[src/rtl/cond_brn_predictor.sv]
// Conditional-branch resolver with a PC-indexed 2-bit saturating-counter BHT.
// Optional statistics counters are enabled by defining BRN_STATS_EN.
module cond_brn_predictor #(
  parameter int unsigned PC_WIDTH   = 10,
  parameter int unsigned BHT_DEPTH  = 16,
  parameter logic [1:0]  CNT_INIT   = 2'b01,
  parameter int unsigned STAT_WIDTH = 16
) (
  input  logic                CLK,
  input  logic                RST,
  input  logic [PC_WIDTH-1:0] IF_PC,
  output logic                PREDICT_TAKEN,
  input  logic                EX_COND_BRN,
  input  logic                EX_STALL,
  input  logic [1:0]          EX_COND_BRN_TYPE,
  input  logic [PC_WIDTH-1:0] EX_PC,
  input  logic                EX_PRED_TAKEN,
  input  logic                C_FLAG,
  input  logic                Z_FLAG,
  output logic                TAKE_COND_BRN,
  output logic                MISPREDICT
`ifdef BRN_STATS_EN
  ,
  output logic [STAT_WIDTH-1:0] BRN_COUNT,
  output logic [STAT_WIDTH-1:0] MISP_COUNT
`endif
);

  localparam int unsigned IDX_W = $clog2(BHT_DEPTH);

  typedef enum logic [1:0] {
    BRCC = 2'b00,
    BRCS = 2'b01,
    BREQ = 2'b10,
    BRNE = 2'b11
  } brn_type_e;

  logic [1:0]       r_bht [BHT_DEPTH];
  logic [IDX_W-1:0] w_if_idx;
  logic [IDX_W-1:0] w_ex_idx;
  logic             w_cond;
  logic             w_train;
  logic [1:0]       w_ex_cnt;
  logic [1:0]       w_cnt_next;
  logic             w_unused_pc;

  assign w_if_idx    = IF_PC[IDX_W-1:0];
  assign w_ex_idx    = EX_PC[IDX_W-1:0];
  assign w_unused_pc = ^{IF_PC, EX_PC};

  // Branch condition from the current flags
  always_comb begin
    w_cond = 1'b0;
    case (brn_type_e'(EX_COND_BRN_TYPE))
      BRCC:    w_cond = ~C_FLAG;
      BRCS:    w_cond =  C_FLAG;
      BREQ:    w_cond =  Z_FLAG;
      BRNE:    w_cond = ~Z_FLAG;
      default: w_cond = 1'b0;
    endcase
  end

  assign TAKE_COND_BRN = EX_COND_BRN & ~RST & w_cond;
  assign MISPREDICT    = EX_COND_BRN & ~RST & (w_cond != EX_PRED_TAKEN);
  assign PREDICT_TAKEN = r_bht[w_if_idx][1];
  assign w_train       = EX_COND_BRN & ~EX_STALL & ~RST;
  assign w_ex_cnt      = r_bht[w_ex_idx];

  // Saturating counter step towards the resolved outcome
  always_comb begin
    w_cnt_next = w_ex_cnt;
    if (w_cond) begin
      if (w_ex_cnt != 2'b11) w_cnt_next = w_ex_cnt + 2'd1;
    end else begin
      if (w_ex_cnt != 2'b00) w_cnt_next = w_ex_cnt - 2'd1;
    end
  end

  always_ff @(posedge CLK) begin
    if (RST) begin
      for (int i = 0; i < int'(BHT_DEPTH); i++) r_bht[i] <= CNT_INIT;
    end else if (w_train) begin
      r_bht[w_ex_idx] <= w_cnt_next;
    end
  end

`ifdef BRN_STATS_EN
  logic [STAT_WIDTH-1:0] r_brn_count;
  logic [STAT_WIDTH-1:0] r_misp_count;

  // Saturating statistics, advanced only on training edges
  always_ff @(posedge CLK) begin
    if (RST) begin
      r_brn_count  <= '0;
      r_misp_count <= '0;
    end else if (w_train) begin
      if (r_brn_count != '1) r_brn_count <= r_brn_count + STAT_WIDTH'(1);
      if (MISPREDICT && (r_misp_count != '1)) r_misp_count <= r_misp_count + STAT_WIDTH'(1);
    end
  end

  assign BRN_COUNT  = r_brn_count;
  assign MISP_COUNT = r_misp_count;
`else
  logic [STAT_WIDTH-1:0] w_unused_stat;
  assign w_unused_stat = '0;
`endif

endmodule

[config.mk]
export PLATFORM = sky130hd
export DESIGN_NAME = cond_brn_predictor
export DESIGN_NICKNAME = d
export VERILOG_FILES = /design/src/rtl/cond_brn_predictor.sv
export SDC_FILE = /design/constraint.sdc
export NUM_CORES = 1
export LEC_CHECK = 0
export CAP_MARGIN = 25
export CORE_AREA = 2 2 83 85
export DETAILED_ROUTE_END_ITERATION = 6
export DIE_AREA = 0 0 85 87
export GPL_TIMING_DRIVEN = 0
export HOLD_SLACK_MARGIN = 0.06
export REMOVE_ABC_BUFFERS = 1
export SYNTH_ARGS = -nofsm -noshare
export SYNTH_HDL_FRONTEND = slang
export SYNTH_SLANG_ARGS = --single-unit
export TNS_END_PERCENT = 50
[constraint.sdc]
create_clock -name CLK -period 2.8 [get_ports CLK]
set_input_delay 0.56 -clock CLK [delete_from_list [all_inputs] [get_ports CLK]]
set_output_delay 0.56 -clock CLK [all_outputs]
set_load 0.02 [all_outputs]
==> results of run 1 <==
[cell families after synthesis]
logic type / synth area share
mux: 0.194
xor+xnor: 0.00931
buf+inv: 0.0279
simple gates: 0.235
fa+ha+maj: 0.0233
flops: 0.511
[power by group through the flow]
stage | Sequential [mW] | Combinational (mW) | Clock (mW)
after floorplan | 0.550 | 0.0888 | 0
after global placement | 0.553 | 0.158 | 0
after detailed placement | 0.553 | 0.160 | 0
after CTS | 0.543 | 0.158 | 0.339
after global routing | 0.544 | 0.172 | 0.354
final | 0.543 | 0.156 | 0.331
[cells in the mapped netlist, types with 2 or more instances]
cell      count
buf_6         2
clkbuf_1      6
edfxtp_1     32
maj3_2        3
mux2_2        2
mux2i_1      11
mux4_1        2
mux4_2        8
nand2_1      18
nand2b_1     12
nand3_1       8
nand3b_1      3
nor2_1       19
nor2b_1       2
nor2b_2       2
nor3_1        8
nor3_2        2
or2_2         9
[final timing paths]
path	to	start	cells past startpoint	slack [ps]
setup reg to reg	r_bht[12][1]	r_bht[14][0]	4	910
hold reg to reg	r_bht[14][0]	r_bht[5][1]	5	1200
hold / removal	r_bht[13][0]	EX_PC[0]	4	980
setup / recovery	PREDICT_TAKEN	IF_PC[0]	4	160
[layer usage]
| layer | track usage | part of all wire |
|---|---|---|
| met5 | 0 | 0 |
| met4 | 0.0390 | 0.016 |
| met3 | 0.0161 | 0.060 |
| met2 | 0.176 | 0.48 |
| met1 | 0.160 | 0.45 |
[area by class of cell]
class,count,area share
timing repair buffer,19,0.0807
multi-input combinational,115,0.399
clock inverter,1,0.00170
clock buffer,7,0.0347
tap,80,0.0455
sequential,32,0.436
inverter,1,0.00170
[cells in the final DEF, fill, tap and decap left out]
cell	n
edfxtp_1	32
nor2_1	19
nand2_1	18
nand2b_1	12
clkdlybuf4s50_1	12
mux2i_1	10
or2_2	9
nor3_1	8
nand3_1	8
mux4_2	8
clkbuf_8	5
dlygate4sd2_1	4
nand3b_1	3
maj3_2	3
nor2b_1	2
nor3_2	2
mux4_1	2
nor2b_2	2
mux2_2	2
clkbuf_1	2
and2_1	1
and3_1	1
inv_1	1
mux2i_2	1
xnor2_2	1
xor2_1	1
nand4_1	1
maj3_1	1
clkinv_1	1
buf_2	1
clkbuf_2	1
dlymetal6s2s_1	1
[tightest hold or removal path: cells and delay by family]
family        cells  cell delay [ps]
simple gates      3              300
buf+inv           1              300
[what timing repair did]
item | CTS | global route
pin swaps | 0 | 0
setup buffers | 0 | 0
setup endpoints to repair | 35 | 12
gates resized for setup | 9 | 6
cloned | 0 | 0
[through the flow]
stage | util | TNS [ps] | hold slack (ps) | std cells
2_1_floorplan | - | 0 | 746 | 148
3_3_place_gp | 0.323 | -14860 | 1200 | 247
3_5_place_dp | 0.323 | -14330 | 1200 | 247
4_1_cts | 0.336 | 0 | 1140 | 255
5_1_grt | 0.335 | 0 | 1070 | 255
6_report | 0.335 | 0 | 983 | 255
==> metrics.md, run 1 <==
| Metric | Value |
|---|---|
| Status | `finished, final reports clean` |
| Critical Path AT | `2080 ps` |
| Critical-path maximum fanout | `4` |
| # fillers | `655` |
| Buf/Inv on CP | `2` |
| Starting Density | `0.286` |
| Slew headroom | `0.518` |
| Worst Path Required | `2240 ps` |
| Top cell type's share of synthesized area | `0.511` |
| Least-Margin Pin Slew | `721 ps` |
| YS warnings | `0` |
| Post-layout min period | `2640 ps` |
| Clock Latency Late Sink | `280 ps` |
| Max-Cap Viols | `0` |
| CP max stage delay | `540 ps` |
| Total net switching power | `251 uW` |
| DR iter-0 viols | `118` |
| Place WS | `-617 ps` |
| Layout cells sized above 1 | `0.200` |
| Synth area leader | `edfxtp_1` |
| Period Utilization, post-route | `0.944` |
| Asr flop ratio synth | `0` |
| Clock buffer depth | `2` |
| Register area share after synthesis | `0.511` |
| IO Pins | `32` |
| Gate power share | `0.151` |
| Design area | `2200 sq um` |
| Footprint of the multi-input gates | `880 sq um` |
| Worst Setup Start Kind | `primary input` |
| Final Hold Fails | `0` |
| Max Clock Skew | `4.11 ps` |
| RD Place Congestion | `0.696` |
| Critical path class | `primary input to primary output` |
| Vias in the first global route | `1220` |
| GRT Util Overall | `0.113` |
| Core Footprint | `6570 sq um` |
| Part of the power in the clock network | `0.322` |
| IO buf count | `19` |
| Post-DRT Antenna Nets | `0` |
| RSZ-0062 raised after global routing | `false` |
| Most flop-heavy register | `r_bht` |
| Syn_area_per_cell | `12.0 sq um` |
| Cts bufs inserted | `5` |
| Post-DP Area | `2120 sq um` |
| F_max | `378 MHz` |
| Grt total ovfl | `0` |
| HPWL Detailed | `2.94 mm` |
| CP Capture Type | `primary output` |
| Top_reg_cell synth | `edfxtp_1` |
| Final Slew Violations | `0` |
| Reg clk slew, reported paths | `60 ps` |
| CP Cell Sequence | `buf_2 > mux4_2 > mux4_2 > dlygate4sd2_1` |
| Nets@finish | `203` |
| Htree depth | `2` |
| Drt drc | `0` |
| Die height | `87 microns` |
| DRT Pass-1 Iters | `4` |
| Routed wire per std cell | `15.3 microns` |
| Hold_buf cts | `0` |
| Global-route wire length before repair | `6.47 mm` |
| Leak Pwr | `0.712 nW` |
| Worst hold path class | `primary input to register` |
| CTS tree | `built` |
| Vias | `1243` |
| PnR Total Power | `1.03 mW` |
| Crit-path slowest cell | `mux4_2` |
| Top Registers | `r_bht (32)` |
| Post-Syn Area | `1880 sq um` |
| Initial antenna violation count | `0` |
| CP top delay family | `multiplexers` |
| Unique masters post-synth | `26` |
| Worst vdd ir | `0.149 mV` |
| Synth Instances | `157` |
| Clk sinks | `32` |
| #FFs+latches synth | `32` |
| Sequential share of power | `0.527` |
| Top cells by area, synth | `edfxtp_1 51%, mux4_2 9.6%, mux2i_1 5.9%` |
| Most used cell, CP | `mux4_2` |
| WL final | `3.91 mm` |
| Area growth syn-to-layout | `17.0%` |
| Vias/cell | `4.87` |
| Post-synth EDFFs | `32` |
| Clk root buf | `clkbuf_8` |
| Die width | `85 microns` |
| Max FFs per register | `32` |
| Register Area | `961 sq um` |
| Rows | `30` |
| Pwr/cell area | `468 nW/um^2` |
| Die Area | `7400 sq um` |
| Largest net degree at the start of global routing | `19` |
| Setup violators final | `0` |
| Internal Power | `779 uW` |
| Final worst slack | `156 ps` |
| Diode count | `0` |
| Net Sw Frac | `0.244` |
(Power assumes the default switching activity.)
==> inputs of run 2 (changes only) <==
Settings changed: ABC_AREA set to 1, CORE_AREA 2 2 83 85 to 2 2 84 86, DIE_AREA 0 0 85 87 to 0 0 86 88, TNS_END_PERCENT 50 to 100.
==> metrics.md, run 2 <==
| Metric | Value |
|---|---|
| Worst Setup Start Kind | `primary input` |
| Clk sinks | `32 (unchanged)` |
| Vias | `1636 (+32%)` |
| #FFs+latches synth | `32 (unchanged)` |
| R2R setup slack | `820 ps (-90 ps)` |
| CP Capture Type | `register` |
| F_max | `376 MHz (-0.53%)` |
| Most flop-heavy register | `r_bht` |
| M2 GR Usage | `0.225 (+0.0487)` |
| Drt drc | `0 (unchanged)` |
| Worst hold path class | `register to register` |
| Die height | `88 microns (+1.1%)` |
| Clock buffer depth | `2 (unchanged)` |
| Footprint of the multi-input gates | `793 sq um (-9.8%)` |
| Worst R2R Path Depth | `10 (+6)` |
| Vias/cell | `4.60 (-5.7%)` |
| Critical-path maximum fanout | `17 (+13)` |
| CP max stage delay | `710 ps (+170 ps)` |
| IO Pins | `32 (unchanged)` |
| Top Registers | `r_bht (32)` |
| DRT Pass-1 Iters | `4 (unchanged)` |
| RSZ-0062 raised after global routing | `false` |
| Capturing point of the worst reg2reg path | `r_bht[3][1]` |
| Top_reg_cell synth | `edfxtp_1` |
| Worst vdd ir | `0.194 mV (+30%)` |
| Final Slew Violations | `0 (unchanged)` |
| Unique masters post-synth | `24 (-7.7%)` |
| Commonest cells after routing, fill and taps aside | `80 x nand2_1, 44 x nor2_1, 36 x inv_1` |
| DR iter-0 viols | `169 (+43%)` |
| Die width | `86 microns (+1.2%)` |
| Part of the power in the clock network | `0.373 (+0.051)` |
| Initial antenna violation count | `0 (unchanged)` |
| Core Footprint | `6640 sq um (+1.1%)` |
| Register Area | `961 sq um (unchanged)` |
| HPWL Detailed | `3.26 mm (+11%)` |
| Global-route wire length before repair | `7.63 mm (+18%)` |
| Rows | `30 (unchanged)` |
| Met1 Usage GRT | `0.176 (+0.0158)` |
| Critical path class | `primary input to register` |
| Status | `finished, final reports clean` |
| Die Area | `7570 sq um (+2.3%)` |
| Synth area leader | `edfxtp_1` |
| IO buf count | `19 (unchanged)` |
| Worst Path Required | `2830 ps (+590 ps)` |
| Top cells by area, synth | `edfxtp_1 49%, nand2_1 15%, nor2_1 8.5%` |
| Reg clk slew, reported paths | `70 ps (about the same)` |
| Slew headroom | `0.666 (+0.148)` |
| Launching point of the worst reg2reg path | `r_bht[7][1]` |
| Internal Power | `862 uW (+11%)` |
| Final TNS setup | `0 ps (unchanged)` |
| RD Place Congestion | `0.849 (+22%)` |
| Register area share after synthesis | `0.495 (-0.0158)` |
| Cts bufs inserted | `5 (unchanged)` |
| Setup violators final | `0 (unchanged)` |
| Starting Density | `0.292 (+0.00580)` |
| Pwr/cell area | `503 nW/um^2 (+7.5%)` |
| Layout cells sized above 1 | `0.0652 (-0.135)` |
| Area growth syn-to-layout | `18.8%` |
| Vias in the first global route | `1569 (+29%)` |
| Post-synth EDFFs | `32 (unchanged)` |
| CP startpoint | `EX_PC[1]` |
| Most used routing layer | `met2` |
| CP top delay family | `buffers and inverters` |
| Gate power share | `0.161 (+0.010)` |
| Cell depth of the worst setup path | `10 (+6)` |
| Asr flop ratio synth | `0 (unchanged)` |
| Top cell type's share of synthesized area | `0.495 (-0.0158)` |
| Post-layout min period | `2660 ps (+14.1 ps)` |
| CP Cell Sequence | `clkdlybuf4s50_1 > inv_2 > nand2_1 > nand2_1 > nand2_1 > nand2_1 > o21ai_4 > nand2_2 > nand2_4 > nor2_1` |
| Sequential share of power | `0.467 (-0.060)` |
| List of most frequent post-synthesis cells | `80 x nand2_1, 44 x nor2_1, 36 x inv_1, 32 x edfxtp_1, 21 x nand3_1` |
| Nets@finish | `304 (+50%)` |
| Buf/Inv on CP | `2 (unchanged)` |
| Grt total ovfl | `0 (unchanged)` |
| Period Utilization, post-route | `0.949 (+0.00502)` |
| Most common cell in the synthesized netlist | `nand2_1` |
| Htree depth | `2 (unchanged)` |
| Worst Setup EP | `r_bht[3][1]` |
| Max Clock Skew | `4.39 ps (+0.275 ps)` |
| Hold_buf cts | `0 (unchanged)` |
| Syn_area_per_cell | `7.59 sq um (-37%)` |
| Largest net degree at the start of global routing | `21 (+2)` |
| Post-Syn Area | `1940 sq um (+3.2%)` |
| Clk root buf | `clkbuf_8` |
| Routed wire per std cell | `13.2 microns (-14%)` |
| Leak Pwr | `0.912 nW (+28%)` |
| Net Sw Frac | `0.256 (+0.0127)` |
| WL final | `4.71 mm (+21%)` |
| Synth Instances | `256 (+63%)` |
| Most used cell, CP | `nand2_1` |
| Clock Latency Late Sink | `280 ps (about the same)` |
| Least-Margin Pin Slew | `500 ps (-221 ps)` |
| Max-Cap Viols | `0 (unchanged)` |
| # fillers | `679 (+3.7%)` |
| CTS tree | `built` |
| Worst hold start | `r_bht[0][0]` |
| YS warnings | `0 (unchanged)` |
| Final Hold Fails | `0 (unchanged)` |
| Crit-path slowest cell | `clkdlybuf4s50_1` |
| Post-DRT Antenna Nets | `0 (unchanged)` |
| Commonest non-fill, non-tap cell in the layout | `nand2_1` |
| GRT Util Overall | `0.135 (+0.0228)` |
| Fin util | `0.347 (+0.0120)` |
| Diode count | `0 (unchanged)` |
| Max FFs per register | `32 (unchanged)` |
| Critical Path AT | `2690 ps (+610 ps)` |
| Global Route met3 Usage | `0.0292 (+0.0131)` |
| Total net switching power | `297 uW (+18%)` |
run 2: kinds of logic (layout without fill, tap and decap cells):
logic type,after synthesis,count (layout),synth area share
flops,32,32,0.495
xor+xnor,2,2,0.00902
buf+inv,47,67,0.101
compound gates,18,18,0.0561
simple gates,154,154,0.324
mux,3,3,0.0155
run 2: layer usage:
metal  part of all wire  vias up
met3              0.048        7
met2               0.49       29
met4              0.018        0
li1                   -      848
met1               0.45      752
met5                  0        -
run 2: worst min-delay path: stages, from the launching register on:
cell and delay (ps):
edfxtp_1 320, nand2_1 50, nand4_1 80, nand2_1 50, nand2_1 60, nor2_1 60, nand2_2 80, nand2_4 140
nor2_1 110
run 2: through the flow:
stage / instance area, sq um / instances / setup WS [ps] / power (mW) / hold WS [ps]
detailed placement: 2180 / 347 / -512 / 0.736 / 1050
finish: 2310 / 356 / 142 / 1.16 / 1060
global route: 2310 / 356 / 12.6 / 1.21 / 1140
global placement: 2180 / 347 / -496 / 0.735 / 1040
floorplan: 1890 / 248 / 820 / 0.657 / 900
CTS: 2310 / 356 / 16.4 / 1.17 / 1060
run 2: final cells by class:
| type | count | share of cell area |
|---|---|---|
| sequential | 32 | 0.416 |
| clock buffer | 6 | 0.0315 |
| clock inverter | 2 | 0.0152 |
| timing repair buffer | 20 | 0.0857 |
| multi-input combinational | 177 | 0.344 |
| inverter | 39 | 0.0640 |
| tap | 80 | 0.0434 |
run 2: power groups by stage:
| stage | logic, mW | clock network, mW | registers (mW) |
|---|---|---|---|
| after floorplan | 0.107 | 0 | 0.550 |
| after detailed placement | 0.185 | 0 | 0.552 |
| after global routing | 0.207 | 0.461 | 0.542 |
| final | 0.186 | 0.432 | 0.541 |
| after CTS | 0.188 | 0.438 | 0.541 |
| after global placement | 0.184 | 0 | 0.551 |
run 2: worst min-delay path by stage:
stage	end	slack (ps)	cells past startpoint
2_1_floorplan	r_bht[10][0]	900	4
3_3_place_gp	r_bht[1][1]	1040	8
3_5_place_dp	r_bht[14][1]	1050	8
4_1_cts	r_bht[5][1]	1060	8
5_1_grt	r_bht[6][1]	1140	8
6_report	r_bht[0][1]	1060	8
run 2: timing repair:
item / 4_1_cts / 5_1_grt
gates resized for setup: 7 / 4
endpoints found under the setup margin: 26 / 18
buffers inserted: 1 / 0
gates cloned: 0 / 0
pin swaps: 1 / 0
